<file path="src/rtl/hsv2rgb_pipe.sv">
// Four-stage pipelined HSV->RGB converter with valid/ready handshake and sideband tag.
// Define HSV2RGB_LEGACY_RBG_EN to pack out_rgb as {R,B,G} for the legacy display packer.
module hsv2rgb_pipe #(
    parameter int W     = 8,
    parameter int TAG_W = 4
) (
    input  logic               clk,
    input  logic               reset_n,
    input  logic               in_valid,
    output logic               in_ready,
    input  logic [3*W-1:0]     in_hsv,
    input  logic [TAG_W-1:0]   in_tag,
    output logic               out_valid,
    input  logic               out_ready,
    output logic [3*W-1:0]     out_rgb,
    output logic [TAG_W-1:0]   out_tag
);

    localparam logic [W-1:0] MAX = {W{1'b1}};

    localparam logic [2:0] SEC_0 = 3'd0;
    localparam logic [2:0] SEC_1 = 3'd1;
    localparam logic [2:0] SEC_2 = 3'd2;
    localparam logic [2:0] SEC_3 = 3'd3;
    localparam logic [2:0] SEC_4 = 3'd4;
    localparam logic [2:0] SEC_5 = 3'd5;

    logic adv;

    // Stage 1: captured input
    logic             valid1_q, valid1_d;
    logic [W-1:0]     h1_q, h1_d;
    logic [W-1:0]     s1_q, s1_d;
    logic [W-1:0]     v1_q, v1_d;
    logic [TAG_W-1:0] tag1_q, tag1_d;

    // Stage 2: a, b, P
    logic             valid2_q, valid2_d;
    logic [W-1:0]     a2_q, a2_d;
    logic [W-1:0]     b2_q, b2_d;
    logic [W-1:0]     p2_q, p2_d;
    logic [W-1:0]     v2_q, v2_d;
    logic [2:0]       sector2_q, sector2_d;
    logic             szero2_q, szero2_d;
    logic [TAG_W-1:0] tag2_q, tag2_d;

    // Stage 3: P, Q, T
    logic             valid3_q, valid3_d;
    logic [W-1:0]     p3_q, p3_d;
    logic [W-1:0]     q3_q, q3_d;
    logic [W-1:0]     t3_q, t3_d;
    logic [W-1:0]     v3_q, v3_d;
    logic [2:0]       sector3_q, sector3_d;
    logic             szero3_q, szero3_d;
    logic [TAG_W-1:0] tag3_q, tag3_d;

    // Stage 4: output register
    logic             out_valid_q, out_valid_d;
    logic [3*W-1:0]   out_rgb_q, out_rgb_d;
    logic [TAG_W-1:0] out_tag_q, out_tag_d;

    // Datapath intermediates
    logic [W+2:0]     h6;
    logic [2:0]       sector1;
    logic [W-1:0]     f1;
    logic [2*W-1:0]   prod_a, prod_b, prod_p;
    logic [2*W-1:0]   prod_q, prod_t;
    logic [W-1:0]     r4, g4, b4;

    assign adv      = ~out_valid_q | out_ready;
    assign in_ready = adv;

    assign out_valid = out_valid_q;
    assign out_rgb   = out_rgb_q;
    assign out_tag   = out_tag_q;

    // Hue sector and fraction come from H*6 split at bit W, avoiding a divider.
    always_comb begin
        h6      = {3'b000, h1_q} * (W+3)'(6);
        sector1 = h6[W+2:W];
        f1      = h6[W-1:0];
        prod_a  = {{W{1'b0}}, s1_q} * {{W{1'b0}}, f1};
        prod_b  = {{W{1'b0}}, s1_q} * {{W{1'b0}}, MAX - f1};
        prod_p  = {{W{1'b0}}, v1_q} * {{W{1'b0}}, MAX - s1_q};
        prod_q  = {{W{1'b0}}, v2_q} * {{W{1'b0}}, MAX - a2_q};
        prod_t  = {{W{1'b0}}, v2_q} * {{W{1'b0}}, MAX - b2_q};
    end

    always_comb begin
        r4 = '0;
        g4 = '0;
        b4 = '0;
        if (szero3_q) begin
            r4 = v3_q;
            g4 = v3_q;
            b4 = v3_q;
        end else begin
            case (sector3_q)
                SEC_0: begin r4 = v3_q; g4 = t3_q; b4 = p3_q; end
                SEC_1: begin r4 = q3_q; g4 = v3_q; b4 = p3_q; end
                SEC_2: begin r4 = p3_q; g4 = v3_q; b4 = t3_q; end
                SEC_3: begin r4 = p3_q; g4 = q3_q; b4 = v3_q; end
                SEC_4: begin r4 = t3_q; g4 = p3_q; b4 = v3_q; end
                SEC_5: begin r4 = v3_q; g4 = p3_q; b4 = q3_q; end
                default: begin r4 = '0; g4 = '0; b4 = '0; end
            endcase
        end
    end

    // Whole-pipe advance: every stage loads together or all hold.
    always_comb begin
        valid1_d    = valid1_q;
        h1_d        = h1_q;
        s1_d        = s1_q;
        v1_d        = v1_q;
        tag1_d      = tag1_q;
        valid2_d    = valid2_q;
        a2_d        = a2_q;
        b2_d        = b2_q;
        p2_d        = p2_q;
        v2_d        = v2_q;
        sector2_d   = sector2_q;
        szero2_d    = szero2_q;
        tag2_d      = tag2_q;
        valid3_d    = valid3_q;
        p3_d        = p3_q;
        q3_d        = q3_q;
        t3_d        = t3_q;
        v3_d        = v3_q;
        sector3_d   = sector3_q;
        szero3_d    = szero3_q;
        tag3_d      = tag3_q;
        out_valid_d = out_valid_q;
        out_rgb_d   = out_rgb_q;
        out_tag_d   = out_tag_q;
        if (adv) begin
            valid1_d    = in_valid;
            h1_d        = in_hsv[3*W-1:2*W];
            s1_d        = in_hsv[2*W-1:W];
            v1_d        = in_hsv[W-1:0];
            tag1_d      = in_tag;

            valid2_d    = valid1_q;
            a2_d        = W'(prod_a >> W);
            b2_d        = W'(prod_b >> W);
            p2_d        = W'(prod_p >> W);
            v2_d        = v1_q;
            sector2_d   = sector1;
            szero2_d    = (s1_q == '0);
            tag2_d      = tag1_q;

            valid3_d    = valid2_q;
            p3_d        = p2_q;
            q3_d        = W'(prod_q >> W);
            t3_d        = W'(prod_t >> W);
            v3_d        = v2_q;
            sector3_d   = sector2_q;
            szero3_d    = szero2_q;
            tag3_d      = tag2_q;

            out_valid_d = valid3_q;
`ifdef HSV2RGB_LEGACY_RBG_EN
            out_rgb_d   = {r4, b4, g4};
`else
            out_rgb_d   = {r4, g4, b4};
`endif
            out_tag_d   = tag3_q;
        end
    end

    always_ff @(posedge clk or negedge reset_n) begin
        if (!reset_n) begin
            valid1_q    <= 1'b0;
            h1_q        <= '0;
            s1_q        <= '0;
            v1_q        <= '0;
            tag1_q      <= '0;
            valid2_q    <= 1'b0;
            a2_q        <= '0;
            b2_q        <= '0;
            p2_q        <= '0;
            v2_q        <= '0;
            sector2_q   <= '0;
            szero2_q    <= 1'b0;
            tag2_q      <= '0;
            valid3_q    <= 1'b0;
            p3_q        <= '0;
            q3_q        <= '0;
            t3_q        <= '0;
            v3_q        <= '0;
            sector3_q   <= '0;
            szero3_q    <= 1'b0;
            tag3_q      <= '0;
            out_valid_q <= 1'b0;
            out_rgb_q   <= '0;
            out_tag_q   <= '0;
        end else begin
            valid1_q    <= valid1_d;
            h1_q        <= h1_d;
            s1_q        <= s1_d;
            v1_q        <= v1_d;
            tag1_q      <= tag1_d;
            valid2_q    <= valid2_d;
            a2_q        <= a2_d;
            b2_q        <= b2_d;
            p2_q        <= p2_d;
            v2_q        <= v2_d;
            sector2_q   <= sector2_d;
            szero2_q    <= szero2_d;
            tag2_q      <= tag2_d;
            valid3_q    <= valid3_d;
            p3_q        <= p3_d;
            q3_q        <= q3_d;
            t3_q        <= t3_d;
            v3_q        <= v3_d;
            sector3_q   <= sector3_d;
            szero3_q    <= szero3_d;
            tag3_q      <= tag3_d;
            out_valid_q <= out_valid_d;
            out_rgb_q   <= out_rgb_d;
            out_tag_q   <= out_tag_d;
        end
    end

endmodule

</file>
<file path="config.mk">
export PLATFORM = sky130hd
export DESIGN_NAME = hsv2rgb_pipe
export DESIGN_NICKNAME = d
export VERILOG_FILES = /design/src/rtl/hsv2rgb_pipe.sv
export SDC_FILE = /design/constraint.sdc
export NUM_CORES = 1
export LEC_CHECK = 0
export ABC_CLOCK_PERIOD_IN_PS = 12600
export BUFFER_PORTS_ARGS = -buffer_cell sky130_fd_sc_hd__buf_2
export CAP_MARGIN = 20
export CORE_ASPECT_RATIO = 0.9
export CORE_UTILIZATION = 45
export CTS_BUF_LIST = sky130_fd_sc_hd__clkbuf_16
export DETAILED_ROUTE_END_ITERATION = 10
export GPL_TIMING_DRIVEN = 0
export MAX_ROUTING_LAYER = met4
export SKIP_CTS_REPAIR_TIMING = 1
export SYNTH_ARGS = -nofsm -noshare
export SYNTH_HDL_FRONTEND = slang
export SYNTH_SLANG_ARGS = --single-unit
export TNS_END_PERCENT = 20
</file>
<file path="constraint.sdc">
create_clock -name clk -period 12.6 [get_ports clk]
set_clock_uncertainty 0.05 [all_clocks]
set_input_delay 1.26 -clock clk [delete_from_list [all_inputs] [get_ports clk]]
set_output_delay 1.26 -clock clk [all_outputs]
set_load 0.005 [all_outputs]
</file>
==> results of run 1 <==
==> per-stage QoR <==
| stage | cells | setup slack [ns] | instance area (um^2) |
|---|---|---|---|
| final | 2288 | 6.15 | 17100 |
| after CTS | 2288 | 6.14 | 17100 |
| after floorplan | 1732 | 7.03 | 15500 |
| after detailed placement | 2256 | 6.17 | 16500 |
| after global routing | 2288 | 5.87 | 17100 |
| after global placement | 2255 | 6.20 | 16400 |
==> logic make-up after synthesis <==
group	share of synthesized area, %
buf+inv	7.52
flops	22.5
simple gates	21.8
xor+xnor	2.09
fa+ha+maj	35.6
mux	0.580
compound gates	9.83
==> sequential cells by signal, indices dropped and copies added (netlist names), 8 cells and up <==
signal / flops
t3_q: 8
v1_q: 8
a2_q: 8
s1_q: 8
out_rgb: 24
v2_q: 8
h1_q: 8
b2_q: 8
v3_q: 8
p2_q: 8
q3_q: 8
p3_q: 8
==> cells in the mapped netlist (9+ instances only) <==
library cell,number
inv_1,230
nor2b_1,150
nand2_1,294
ha_1,172
a22oi_1,16
clkbuf_1,69
a21o_1,10
nor3_1,10
nor2_1,65
nand3_1,12
mux2i_1,9
o21ai_1,16
o21a_1,10
a21oi_1,46
o21ai_0,41
a221oi_1,19
dfrtp_1,140
xor2_1,17
fa_1,169
and2_1,33
xnor2_1,20
nand2b_1,82
==> critical path: cells and delay by family, from the launching register on <==
kind | cells | cell delay (ns)
adders and majority gates | 7 | 2.85
AOI/OAI and AO/OA | 6 | 1.01
xor gates and xnor gates | 2 | 0.66
buffers and inverters | 4 | 0.64
and+or+nand+nor | 3 | 0.61
DFF | 1 | 0.48
==> layer usage <==
layer	global-route usage [%]	wire length (um)	vias to the layer above
met5	-	0	-
met4	7.17	833	0
met3	4.01	2520	58
met2	39.1	18900	320
met1	36.0	19700	6163
li1	-	-	5678
==> cells in the final DEF (no fill, tap or decap), types with 33 or more instances in the layout <==
master / count
nand2_1: 294
a21oi_1: 46
ha_1: 172
and2_1: 33
fa_1: 169
buf_2: 63
nand2b_1: 82
nor2b_1: 150
o21ai_0: 41
nor2_1: 65
inv_1: 231
clkbuf_1: 69
dfrtp_1: 140
==> path summary, 6_finish.rpt <==
check | from | end | slack [ns] | depth (start not counted)
setup / recovery | h1_q[0] | b2_q[6] | 6.15 | 22
hold / removal | valid3_q | out_valid | 0.42 | 1
setup reg to reg | h1_q[0] | b2_q[6] | 6.15 | 22
hold reg to reg | valid3_q | out_valid | 0.42 | 1
max in group asynchronous | reset_n | a2_q[2] | 10.90 | 2
min in group asynchronous | reset_n | tag3_q[3] | 0.77 | 1
==> cell type report <==
| type | instances | area [um^2] |
|---|---|---|
| buffer | 78 | 305 |
| clock buffer | 17 | 425 |
| clock inverter | 15 | 166 |
| fill | 3242 | 17000 |
| inverter | 230 | 863 |
| multi-input combinational | 1284 | 10900 |
| sequential | 140 | 3500 |
| tap | 462 | 578 |
| timing repair buffer | 62 | 339 |
==> results.toml, run 1 <==
[status]
status = "complete, but fails checks"
violations = "design-rule violations"

[layout]
fin_util_pct = 50.1
syn2layout_area_growth_pct = 9.71
drive_gt1_share_pct = 6.63
num-nets-final = 2186
antenna_cells = 0

[floorplan]
die_y_um = 178
num_rows = 64
io_pins = 62
fp.coreArea_um2 = 34000
die-area_um2 = 35300
initial_core_util_pct = 45.7
die_width_um = 198

[sta]
setup_violations = 0
drv_slew = 0
worst_slew_pin_slew_ns = 0.987
fin_setup_tns_ns = 0
hold-worst-slack_ns = 0.416
period_share_pct = 51.2
rsz0062_at_grt = "no"
maxSlewHeadroom_pct = 34.2
hold_viol_final = 0
fmax_mhz = 155
period_needed_ns = 6.45

[synth]
synth_fp_nets = 2105
synth_top_area_cell = "dfrtp_1"
ys_seq_area_share_pct = 22.5
synth_top_area_share_pct = 22.5
ys_ff_latch = 140
async_flop_share_pct = 100
synth.area.top_cells = "dfrtp_1 (23%), fa_1 (22%), ha_1 (14%)"
syn_area_per_cell_um2 = 8.97
synth.yosys.warnings = 0
syn_area_um2 = 15500
synth_cell_types = 67
synthCells = 1732
synth_flop_cell = "dfrtp_1"
synth_edf_count = 0

[critical_path]
required_ns = 12.84
crit_arrival_ns = 6.69
cp_max_fo = 10
cpMostUsedCell = "fa_1"
crit_path_start_kind = "flip-flop"
critPathMaxStageDelay_ns = 0.52
end_kind = "flip-flop"
path_cells = "ha_1, inv_1, fa_1, inv_1, a21oi_1, o21bai_1, xor2_1, clkbuf_1, nand2b_1, fa_1, fa_1, inv_1, fa_1, fa_1, ha_1, nand2_1, or3_1, o22ai_2, o211ai_2, a21oi_2, xnor2_1, o21ai_1"
critical_path_class = "flip-flop to flip-flop"
slowest_stage = "fa_1"

[clock_network]
cts_htree_levels = 4
cts_tree = "yes"
cts_buffer_depth = 2
insertion_delay_ns = 0.44
cts-buffers-inserted = 17
root_buffer = "clkbuf_16"
path_clk_slew_ns = 0.08
cts_sinks = 140

[drt]
wl_per_cell_um = 18.4
via_count = 12219
postRouteAntennaNets = 0
finalWirelength_mm = 42.0
dr.pass1.iters = 9
drc = 1
first_iter_violations = 695
routed_via_density = 5.34

[global_routing]
grt_pass1_vias = 12249
grt_pass1_wl_mm = 67.0
grt_max_degree = 73
antenna_found_initial = 0
grt.total_usage_pct = 25.9
grt-ovfl-total = 0

[place]
port_buffers = 61
post-dp-hpwl_mm = 32.4
place.gp.congestion = 0.930

[job]
drv_cap = 0

[worst_hold_path]
hold_class = "flip-flop to flip-flop"
Power of run 1 is left out: the tool's default activity adds up to more than one toggle a clock period on the data nets, which glitch-free logic cannot reach.
==> run 2: changes to the inputs <==
--- a/config.mk
+++ b/config.mk
@@ -5,7 +5,7 @@
 export SDC_FILE = /design/constraint.sdc
 export NUM_CORES = 1
 export LEC_CHECK = 0
-export ABC_CLOCK_PERIOD_IN_PS = 12600
+export ABC_CLOCK_PERIOD_IN_PS = 6100
 export BUFFER_PORTS_ARGS = -buffer_cell sky130_fd_sc_hd__buf_2
 export CAP_MARGIN = 20
 export CORE_ASPECT_RATIO = 0.9
==> constraint.sdc (replaced) <==
create_clock -name clk -period 6.1 [get_ports clk]
set_clock_uncertainty 0.05 [all_clocks]
set_input_delay 0.61 -clock clk [delete_from_list [all_inputs] [get_ports clk]]
set_output_delay 0.61 -clock clk [all_outputs]
set_load 0.005 [all_outputs]
==> results.toml, run 2 (same netlist as run 1, synthesis figures left out) <==
[critical_path]
reg2reg_depth = 22
reg2reg_to = "b2_q[6]"
path_cells = "ha_1, inv_1, fa_1, inv_1, a21oi_1, o21bai_2, xor2_2, buf_6, nand2b_1, fa_1, fa_1, inv_1, fa_1, fa_1, ha_1, nand2_1, or3_1, o22ai_4, o211ai_2, a21oi_2, xnor2_1, o21ai_1"
crit_arrival_ns = 6.10
required_ns = 6.34
end_kind = "flip-flop"
cp_max_fo = 10
critPathMaxStageDelay_ns = 0.51
crit_path_start_kind = "flip-flop"
cp-startpoint = "h1_q[0]"
r2r-start = "h1_q[0]"
cpMostUsedCell = "fa_1"
reg2reg_slack_ns = 0.24
slowest_stage = "fa_1"
critical_path_class = "flip-flop to flip-flop"

[worst_hold_path]
hold_class = "input port to asynchronous set/reset pin"

[layout]
largest_reg_flops = 24
drive_gt1_share_pct = 7.33
num-nets-final = 2189
seqCellArea_um2 = 3500
antenna_cells = 0
fin_area_um2 = 17100
syn2layout_area_growth_pct = 10.2
fin_util_pct = 50.3
layout_commonest_cell = "nand2_1"
fill_cells = 3228
final_cell_mix = "nand2_1 (294), inv_1 (231), ha_1 (172), fa_1 (169), nor2b_1 (150)"
multi_input_area_um2 = 10900

[place]
port_buffers = 61
place.gp.congestion = 0.930
pre_cts_slack_ns = -0.333
placed_cell_area_um2 = 16500
post-dp-hpwl_mm = 32.4

[global_routing]
grt_pass1_vias = 12249
antenna_found_initial = 0
grt_max_degree = 73
grt-ovfl-total = 0
grt_pass1_wl_mm = 67.0
grt.total_usage_pct = 25.9

[floorplan]
die-area_um2 = 35300
io_pins = 62
num_rows = 64
fp.coreArea_um2 = 34000
die_y_um = 178
initial_core_util_pct = 45.7
die_width_um = 198

[clock_network]
cts-buffers-inserted = 17
cts_htree_levels = 4
cts_sinks = 140
insertion_delay_ns = 0.44
root_buffer = "clkbuf_16"
path_clk_slew_ns = 0.08
cts_tree = "yes"
cts_buffer_depth = 2

[sta]
hold_viol_final = 0
setup_violations = 0
drv_slew = 0
worst_slew_pin_slew_ns = 1.01
fin_ws_ns = 0.240
period_needed_ns = 5.86
maxSlewHeadroom_pct = 32.7
period_share_pct = 96.1
hold-worst-slack_ns = 0.122
fmax_mhz = 171

[drt]
wl_per_cell_um = 18.3
first_iter_violations = 665
dr.pass1.iters = 8
via_count = 12268
postRouteAntennaNets = 0
finalWirelength_mm = 42.0
routed_via_density = 5.35
drc = 1

[job]
drv_cap = 0

[status]
violations = "design-rule violations"
status = "complete, but fails checks"
-- run 2: cell count changes in the layout (fill, tap and decap cells not counted), moves of 2 or more --
cell      previous run  this run
a21oi_1             46        44
a21oi_2              3         5
buf_4                2         5
clkbuf_1            69        66
xnor2_1             20        18
xnor2_2              0         2
-- run 2: worst max-delay path by stage --
stage               to  cells after the start
6_report       b2_q[6]                     22
5_1_grt        b2_q[6]                     22
4_1_cts        b2_q[7]                     22
3_5_place_dp   b2_q[7]                     22
3_3_place_gp   b2_q[7]                     22
2_1_floorplan  b2_q[7]                     22
-- run 2: per-layer routing --
layer  vias to the layer above  GRT usage, %  wire length (um)  part of all wire, %
met5                         -             -                 0                    0
met4                         0          7.17               905                  2.2
met3                        62          4.01              2570                  6.1
met2                       331          39.1             18800                   45
met1                      6194          36.0             19800                   47
li1                       5681             -                 -                    -
-- run 2: layout make-up --
class,count,share of cell area (%)
sequential,140,20.5
clock inverter,15,0.972
tap,462,3.37
inverter,230,5.04
clock buffer,17,2.48
buffer,78,1.86
multi-input combinational,1284,63.7
timing repair buffer,65,2.11
-- run 2: metrics by stage --
step                      instances  setup TNS, ns
final                          2291              0
after floorplan                1732              0
after global routing           2291        -0.0105
after CTS                      2288          -2.07
after detailed placement       2256          -1.81
after global placement         2255          -1.33
-- run 2: critical path, delay by kind of cell (launching register included) --
family                   cells  cell delay [ns]
XOR/XNOR                     2             0.48
AND/OR/NAND/NOR              3             0.58
buffers and inverters        4             0.40
adder cells (fa/ha/maj)      7             2.80
AO/OA/AOI/OAI                6             0.96
flip-flops                   1             0.44
Power of run 2 is left out for the same reason.
